===== config.mk =====
export PLATFORM = sky130hd
export DESIGN_NAME = dense_layer
export DESIGN_NICKNAME = d
export VERILOG_FILES = /design/src/rtl/dense_layer.sv
export SDC_FILE = /design/constraint.sdc
export NUM_CORES = 2
export LEC_CHECK = 0
export BUFFER_PORTS_ARGS = -buffer_cell sky130_fd_sc_hd__buf_2
export CAP_MARGIN = 20
export CORE_AREA = 4 4 245 247
export CTS_CLUSTER_DIAMETER = 80
export CTS_CLUSTER_SIZE = 14
export DETAILED_ROUTE_END_ITERATION = 16
export DIE_AREA = 0 0 249 251
export PLACE_DENSITY = 0.69
export SYNTH_ARGS = -nofsm -noshare
export SYNTH_HDL_FRONTEND = slang
export SYNTH_SLANG_ARGS = --single-unit

===== constraint.sdc =====
create_clock -name clk -period 15.55 [get_ports clk]
set_input_delay 0.7775 -clock clk [delete_from_list [all_inputs] [get_ports clk]]
set_output_delay 0.7775 -clock clk [all_outputs]
set_load 0.05 [all_outputs]

===== src/rtl/dense_layer.sv =====
`timescale 1ns/1ps
// Fully-connected layer stage: z = W*a + b using a single time-multiplexed signed MAC.
// Inputs are snapshotted on start; z_out is loaded atomically on entry to DONE.
module dense_layer #(
    parameter int INPUT_WIDTH  = 3,
    parameter int OUTPUT_WIDTH = 3,
    parameter int DATA_WIDTH   = 16,
    parameter int FRAC_BITS    = 8,
    parameter int ACC_WIDTH    = 40
) (
    input  logic                         clk,
    input  logic                         rst_n,
    input  logic                         start,
    input  logic signed [DATA_WIDTH-1:0] a_in  [INPUT_WIDTH-1:0],
    input  logic signed [DATA_WIDTH-1:0] w_in  [OUTPUT_WIDTH*INPUT_WIDTH-1:0],
    input  logic signed [DATA_WIDTH-1:0] b_in  [OUTPUT_WIDTH-1:0],
    output logic signed [DATA_WIDTH-1:0] z_out [OUTPUT_WIDTH-1:0],
    output logic                         busy,
    output logic                         done,
    output logic                         sat_flag
);

    localparam int NW   = OUTPUT_WIDTH * INPUT_WIDTH;
    localparam int IW_B = (INPUT_WIDTH  > 1) ? $clog2(INPUT_WIDTH)  : 1;
    localparam int JW_B = (OUTPUT_WIDTH > 1) ? $clog2(OUTPUT_WIDTH) : 1;
    localparam int WW_B = (NW > 1) ? $clog2(NW) : 1;
    localparam int PW   = 2 * DATA_WIDTH;

    localparam logic signed [ACC_WIDTH-1:0] ZMAX =
        {{(ACC_WIDTH-DATA_WIDTH+1){1'b0}}, {(DATA_WIDTH-1){1'b1}}};
    localparam logic signed [ACC_WIDTH-1:0] ZMIN =
        {{(ACC_WIDTH-DATA_WIDTH+1){1'b1}}, {(DATA_WIDTH-1){1'b0}}};
    localparam logic signed [DATA_WIDTH-1:0] DMAX = {1'b0, {(DATA_WIDTH-1){1'b1}}};
    localparam logic signed [DATA_WIDTH-1:0] DMIN = {1'b1, {(DATA_WIDTH-1){1'b0}}};

    typedef enum logic [1:0] {S_IDLE, S_MAC, S_STORE, S_DONE} state_t;

    state_t                         state_reg;
    logic [IW_B-1:0]                i_reg;
    logic [JW_B-1:0]                j_reg;
    logic signed [ACC_WIDTH-1:0]    acc_reg;
    logic signed [DATA_WIDTH-1:0]   a_reg [INPUT_WIDTH-1:0];
    logic signed [DATA_WIDTH-1:0]   w_reg [NW-1:0];
    logic signed [DATA_WIDTH-1:0]   b_reg [OUTPUT_WIDTH-1:0];
    logic signed [DATA_WIDTH-1:0]   z_buf [OUTPUT_WIDTH-1:0];

    logic [WW_B-1:0]                w_idx;
    logic [JW_B-1:0]                j_next;
    logic signed [PW-1:0]           prod;
    logic signed [ACC_WIDTH-1:0]    prod_ext;
    logic signed [ACC_WIDTH-1:0]    bias0_ext;
    logic signed [ACC_WIDTH-1:0]    biasn_ext;
    logic signed [ACC_WIDTH-1:0]    shifted;
    logic                           sat_hi;
    logic                           sat_lo;
    logic signed [DATA_WIDTH-1:0]   sat_val;
    logic signed [DATA_WIDTH-1:0]   z_next [OUTPUT_WIDTH-1:0];

    assign w_idx     = WW_B'(j_reg) * WW_B'(INPUT_WIDTH) + WW_B'(i_reg);
    assign j_next    = j_reg + 1'b1;
    assign prod      = PW'(a_reg[i_reg]) * PW'(w_reg[w_idx]);
    assign prod_ext  = ACC_WIDTH'(prod);
    assign bias0_ext = ACC_WIDTH'(b_in[0]) <<< FRAC_BITS;
    assign biasn_ext = ACC_WIDTH'(b_reg[j_next]) <<< FRAC_BITS;

    // Arithmetic shift truncates toward -inf; clamp only at the final narrowing.
    assign shifted = acc_reg >>> FRAC_BITS;
    assign sat_hi  = shifted > ZMAX;
    assign sat_lo  = shifted < ZMIN;
    assign sat_val = sat_hi ? DMAX : (sat_lo ? DMIN : shifted[DATA_WIDTH-1:0]);

    // Buffer image with the current neuron merged in, so z_out is loaded in one shot.
    generate
        for (genvar gi = 0; gi < OUTPUT_WIDTH; gi++) begin : g_znext
            assign z_next[gi] = (j_reg == JW_B'(gi)) ? sat_val : z_buf[gi];
        end
    endgenerate

    always_ff @(posedge clk or negedge rst_n) begin
        if (!rst_n) begin
            state_reg <= S_IDLE;
            i_reg     <= '0;
            j_reg     <= '0;
            acc_reg   <= '0;
            busy      <= 1'b0;
            done      <= 1'b0;
            sat_flag  <= 1'b0;
            for (int k = 0; k < INPUT_WIDTH; k++)  a_reg[k] <= '0;
            for (int k = 0; k < NW; k++)           w_reg[k] <= '0;
            for (int k = 0; k < OUTPUT_WIDTH; k++) begin
                b_reg[k] <= '0;
                z_buf[k] <= '0;
                z_out[k] <= '0;
            end
        end else begin
            case (state_reg)
                S_IDLE: begin
                    done <= 1'b0;
                    if (start) begin
                        a_reg     <= a_in;
                        w_reg     <= w_in;
                        b_reg     <= b_in;
                        i_reg     <= '0;
                        j_reg     <= '0;
                        acc_reg   <= bias0_ext;
                        busy      <= 1'b1;
                        sat_flag  <= 1'b0;
                        state_reg <= S_MAC;
                    end
                end
                S_MAC: begin
                    acc_reg <= acc_reg + prod_ext;
                    if (i_reg == IW_B'(INPUT_WIDTH - 1)) begin
                        state_reg <= S_STORE;
                    end else begin
                        i_reg <= i_reg + 1'b1;
                    end
                end
                S_STORE: begin
                    z_buf <= z_next;
                    if (sat_hi || sat_lo) sat_flag <= 1'b1;
                    i_reg <= '0;
                    if (j_reg != JW_B'(OUTPUT_WIDTH - 1)) begin
                        j_reg     <= j_next;
                        acc_reg   <= biasn_ext;
                        state_reg <= S_MAC;
                    end else begin
                        z_out     <= z_next;
                        busy      <= 1'b0;
                        done      <= 1'b1;
                        state_reg <= S_DONE;
                    end
                end
                S_DONE: begin
                    done      <= 1'b0;
                    state_reg <= S_IDLE;
                end
                default: state_reg <= S_IDLE;
            endcase
        end
    end

endmodule

Word level (Yosys, flattened, before mapping)
Index checks and enable logic that the tools add are counted.
{ "word_totals": {"ff_bits": 385, "in_bits": 243} }
{ "classes": {"magnitude_cmp": 5, "reduce_logical": 16, "mul": 2, "muxes": 31, "n_addsub": 4, "n_eq_ne": 13, "bitwise_logic": 1} }
{ "op_table": {"columns": ["cell", "count"], "rows": [
  ["$mux W16", 8],
  ["$pmux W40 S3", 1],
  ["$mux W40", 2],
  ["$bmux W16 S2", 2],
  ["$bmux W16 S4", 1],
  ["$add A40 B32 Y40", 1],
  ["$gt A32 B16 Y1 const B", 1],
  ["$lt A32 B16 Y1 const B", 1],
  ["$mul A16 B16 Y32", 1],
  ["$reduce_and A3 Y1", 5],
  ["$ne A2 B2 Y1 const B", 7],
  ["$mux W2", 6],
  ["$eq A2 B2 Y1 const B", 4],
  ["$pmux W2 S4", 1],
  ["$reduce_and A2 Y1", 4],
  ["$lt A2 B3 Y1 const B", 2],
  ["$pmux W1 S2", 3],
  ["$pmux W2 S3", 1],
  ["$lt A4 B5 Y1 const B", 1],
  ["$mux W1", 5],
  ["$add A2 B1 Y2 const B", 2],
  ["$add A4 B2 Y4", 1],
  ["$eq A2 B1 Y1 const B", 2],
  ["$logic_not A2 Y1", 2],
  ["other kinds (7)", 8]
]} }

Depth between registers and ports, before layout
{ "logic_depth": {"depth_word": 7, "depth_mapped": 32} }

Worst setup path after synthesis
No wires, ideal clock.
{ "synth_timing": {"path_kind": "flip-flop to flip-flop", "startpoint": "register j_reg[1]", "endpoint": "register acc_reg[37]", "setup_time_ns": 0.092, "required_ns": 15.458, "n_path_buf": 2, "path_stages_with_launch": 31, "slack_ns": 7.114, "arrival_ns": 8.344, "path_cell_list": "dfrtp_1 fa_1 ha_1 fa_1 clkbuf_1 nor4b_2 buf_2 nand2_1 o21ai_1 nand2_1 inv_1 fa_1 fa_1 inv_1 fa_1 fa_1 inv_1 fa_1 inv_1 fa_1 inv_1 ha_1 a21oi_1 o21ai_0 a21o_1 a21oi_1 o21ba_2 o31a_1 o21ai_1 xnor2_1 o31ai_2"} }
{ "synth_via": {"elab_chain_cells": 7} }
{ "synth_lines": {"columns": ["element", "line_no", "text"], "rows": [
  ["start: declaration", "40", "logic [JW_B-1:0] j_reg;"],
  ["start signal: assignment", "124", "j_reg <= j_next;"],
  ["$mul A2 B2 Y4", "59", "assign w_idx = WW_B'(j_reg) * WW_B'(INPUT_WIDTH) + WW_B'(i_reg);"],
  ["$add A4 B2 Y4", "59", null],
  ["$bmux W16 S4", "61", "assign prod = PW'(a_reg[i_reg]) * PW'(w_reg[w_idx]);"],
  ["$mux W16 (not written as such)", "61", null],
  ["$mul A16 B16 Y32", "61", null],
  ["$add A40 B32 Y40", "112", "acc_reg <= acc_reg + prod_ext;"],
  ["$pmux W40 S3", "96", "case (state_reg)"],
  ["end signal: assignment", "105", "acc_reg <= bias0_ext;"],
  ["end signal: assignment", "112", null],
  ["end signal: assignment", "125", "acc_reg <= biasn_ext;"],
  ["end: declaration", "41", "logic signed [ACC_WIDTH-1:0] acc_reg;"]
]} }
Several ways; a longest one is shown, not always the timed one. The select of a mux whose other input is x is not followed.
A chain may end at the register's enable or synchronous reset.

Worst setup path in the final report
{ "layout_timing": {"startpoint": "register j_reg[1]", "endpoint": "register acc_reg[27]"} }
The elaborated chain is that of the path after synthesis.

==> results by group <==
Status
  • Status: complete, no violations

Clock tree
  • Post-CTS setup buffer count: 0
  • TritonCTS clock tree: done
  • Max Root-Sink Buffers: 3
  • CTS H-tree depth: 1
  • TritonCTS Buffers: 31
  • Root buffer cell: clkbuf_16
  • Clk_lat worst skew: around 0.59 ns
  • Clock Pin Slew Worst Setup and Hold Paths: 0.07 ns
  • Post_cts resized: 0
  • Clock Sinks: 369
  • Post-CTS Hold Buffers: 0

Placement
  • Routability cong.: just under 1
  • Place WS: between 6 and 7 ns
  • I/O Buffers: between 200 and 300
  • Final HPWL DP: around 60000 um
  • DP Area: 30900 um^2

Timing
  • Crit share post-route: 59.1%
  • Post-route setup TNS: 0 ns
  • Fin crit period: between 9 and 10 ns
  • Unrepaired setup endpoints after global routing: false
  • Hold WS: about 0.35 ns
  • Clock skew: roughly 0.020 ns
  • Worst Tran Pin Value: about 1.1 ns
  • Slew HR: between 20% and 30%
  • Max-slew violations: 0
  • Final number of setup-violating endpoints: 0
  • Maximum clock frequency: 109 MHz
  • Hold Fails Final Rpt: 0
  • Final WS setup: around 6.4 ns

Global route
  • Met2 GRT Util: between 30 and 40%
  • GRT overflow: 0
  • Gr busiest metal: met2
  • First-pass GRT wire length: around 120000 um
  • Initial antenna violation count: 17
  • M1 GR Usage: a little over 30%
  • Vias in the first global route: between 20000 and 25000
  • Largest net degree at the start of global routing: 175
  • Met3 Usage GRT: under 10%
  • Total GRT Usage: 23.4%

Synth
  • Sequential area share after synthesis: between 30% and 40%
  • Post-Syn Nets: roughly 3400
  • Ys flop type: dfrtp_1
  • Post-Synthesis Cells: between 2000 and 3000
  • Syn. warnings: 0
  • Syn_area_per_cell: about 11 um^2
  • Register bit total from synthesis: approximately 370
  • Synth unique cells: 64
  • Number of flops mapped to enable cells by yosys: 0
  • Synth Cell Area: ~29000 um^2
  • Fraction of registers with async set/reset: 100%

Routing
  • DR vias/cell: ~5.4
  • 1st-pass router iterations: 6
  • Via count: around 20000
  • DRC Markers: 0
  • Initial detailed-routing violation count: 1393
  • DR WL/cell: 19.8 um
  • Routed Wire Length: about 73000 um
  • Post-route ant nets: 0

Die
  • Initial Utilization: between 40% and 50%
  • I/O Pins: 294
  • Die Height: 251 um
  • Core area: between 50000 and 60000 um^2
  • Die X: between 200 and 250 um
  • Die area: roughly 62000 um^2
  • Standard-cell rows: just under 90

Layout
  • Nets@finish: 3619
  • Layout cells sized above 1: between 20% and 30%
  • Fillers: 4924
  • Layout Area Growth over Synthesis: 11.0%
  • Most frequent cells in the layout: inv_1, dfrtp_1, fa_1
  • Fin area: about 32000 um^2
  • Most common cell after layout, fill and taps aside: inv_1
  • Max FFs per register: ~140

Setup path
  • Crit path max fanout: 33
  • Worst setup path category: reg -> reg
  • Required @ worst endpoint: ~16 ns
  • Startpoint types: flip-flop
  • Critical Path AT: between 9 and 10 ns
  • Endpoint class of the critical path: flip-flop

Job
  • Max-cap viol count: 0

Min path
  • Worst min path class: in -> async
==> layer usage <==
| metal | wire length (um) | share of wire, % |
|---|---|---|
| met5 | 109 | 0.15 |
| met4 | 2370 | 3.2 |
| met3 | 5560 | 7.6 |
| met2 | 34600 | 47 |
| met1 | 30500 | 42 |
==> cells in the mapped netlist, types with 7 or more instances <==
cell type | number | area (um^2)
buf_1 | 17 | 63.8
o21ai_1 | 42 | 210
o21ai_0 | 105 | 526
nand2b_1 | 15 | 93.8
nand2_1 | 313 | 1170
nand4_1 | 7 | 43.8
xnor2_1 | 27 | 236
o22ai_1 | 7 | 43.8
a221oi_1 | 10 | 87.6
and2_1 | 17 | 106
clkbuf_1 | 84 | 315
xor2_1 | 14 | 123
ha_1 | 125 | 1560
fa_1 | 332 | 6650
o31ai_1 | 8 | 60.1
a21oi_1 | 63 | 315
buf_2 | 21 | 105
a21o_1 | 30 | 225
mux2_2 | 243 | 2740
nand3_1 | 11 | 55.1
nor3_1 | 13 | 65.1
mux2i_1 | 81 | 811
o21a_1 | 24 | 180
nor2b_1 | 8 | 50.1
mux4_2 | 32 | 721
dfrtp_1 | 369 | 9230
inv_1 | 423 | 1590
nor2_1 | 163 | 612
==> path summary, 6_finish.rpt <==
| check | depth (start not counted) | start | end | slack, ns |
|---|---|---|---|---|
| max | 27 | j_reg[1] | acc_reg[27] | 6.35 |
| min | 1 | rst_n | b_reg[14] | 0.35 |
| max reg2reg | 27 | j_reg[1] | acc_reg[27] | 6.35 |
| min reg2reg | 2 | z_out[40] | z_out[40] | 0.47 |
| max in group asynchronous | 2 | rst_n | w_reg[113] | 13.72 |
| min in group clk | 2 | w_in[78] | w_reg[78] | 0.41 |
==> worst max-delay path: stages (launching register included) <==
cell,delay [ns]
dfrtp_1,0.58
fa_1,0.49
ha_2,0.32
buf_4,0.46
mux4_2,0.64
mux2i_1,0.22
o21a_1,0.55
nor2_1,0.13
fa_1,0.54
inv_1,0.05
fa_1,0.46
fa_1,0.50
fa_1,0.56
inv_1,0.06
fa_1,0.54
inv_1,0.06
fa_1,0.52
inv_1,0.04
ha_1,0.36
and3_1,0.23
and3_1,0.19
a21oi_1,0.25
nand2_1,0.22
a211o_1,0.30
a21oi_1,0.23
a21oi_1,0.14
xnor2_1,0.22
a21oi_1,0.10
==> stage by stage <==
| step | std cells | utilization (%) |
|---|---|---|
| 2_1_floorplan | 2682 | - |
| 3_3_place_gp | 3647 | 53.6 |
| 3_5_place_dp | 3648 | 53.6 |
| 4_1_cts | 3685 | 55.1 |
| 5_1_grt | 3692 | 55.2 |
| 6_report | 3697 | 55.2 |
==> cell type report <==
type	instances	area [um^2]	share of cell area, %
diodes	9	22.5	0.0708
clock buffers	32	790	2.48
clock inverters	5	62.6	0.197
inverters	423	1590	4.99
multi-input cells	1767	17400	54.6
flip-flops and latches	369	9230	29.0
well taps	765	957	3.01
repair buffers	327	1770	5.57
==> cells by family (layout without fill, tap and decap cells) <==
kind of cell             Yosys count  count (layout)  synth area share [%]
flip-flops                       369             369                  32.2
XOR/XNOR                          41              41                  1.25
other                              0               9                     0
adder cells (fa/ha/maj)          457             457                  28.7
AO/OA/AOI/OAI                    345             345                  7.50
buffers and inverters            546             787                  7.26
AND/OR/NAND/NOR                  568             568                  8.19
multiplexers                     356             356                  14.9
Power is not shown: default switching activity piles up to over one toggle a cycle in this logic, so the estimate is an artifact.
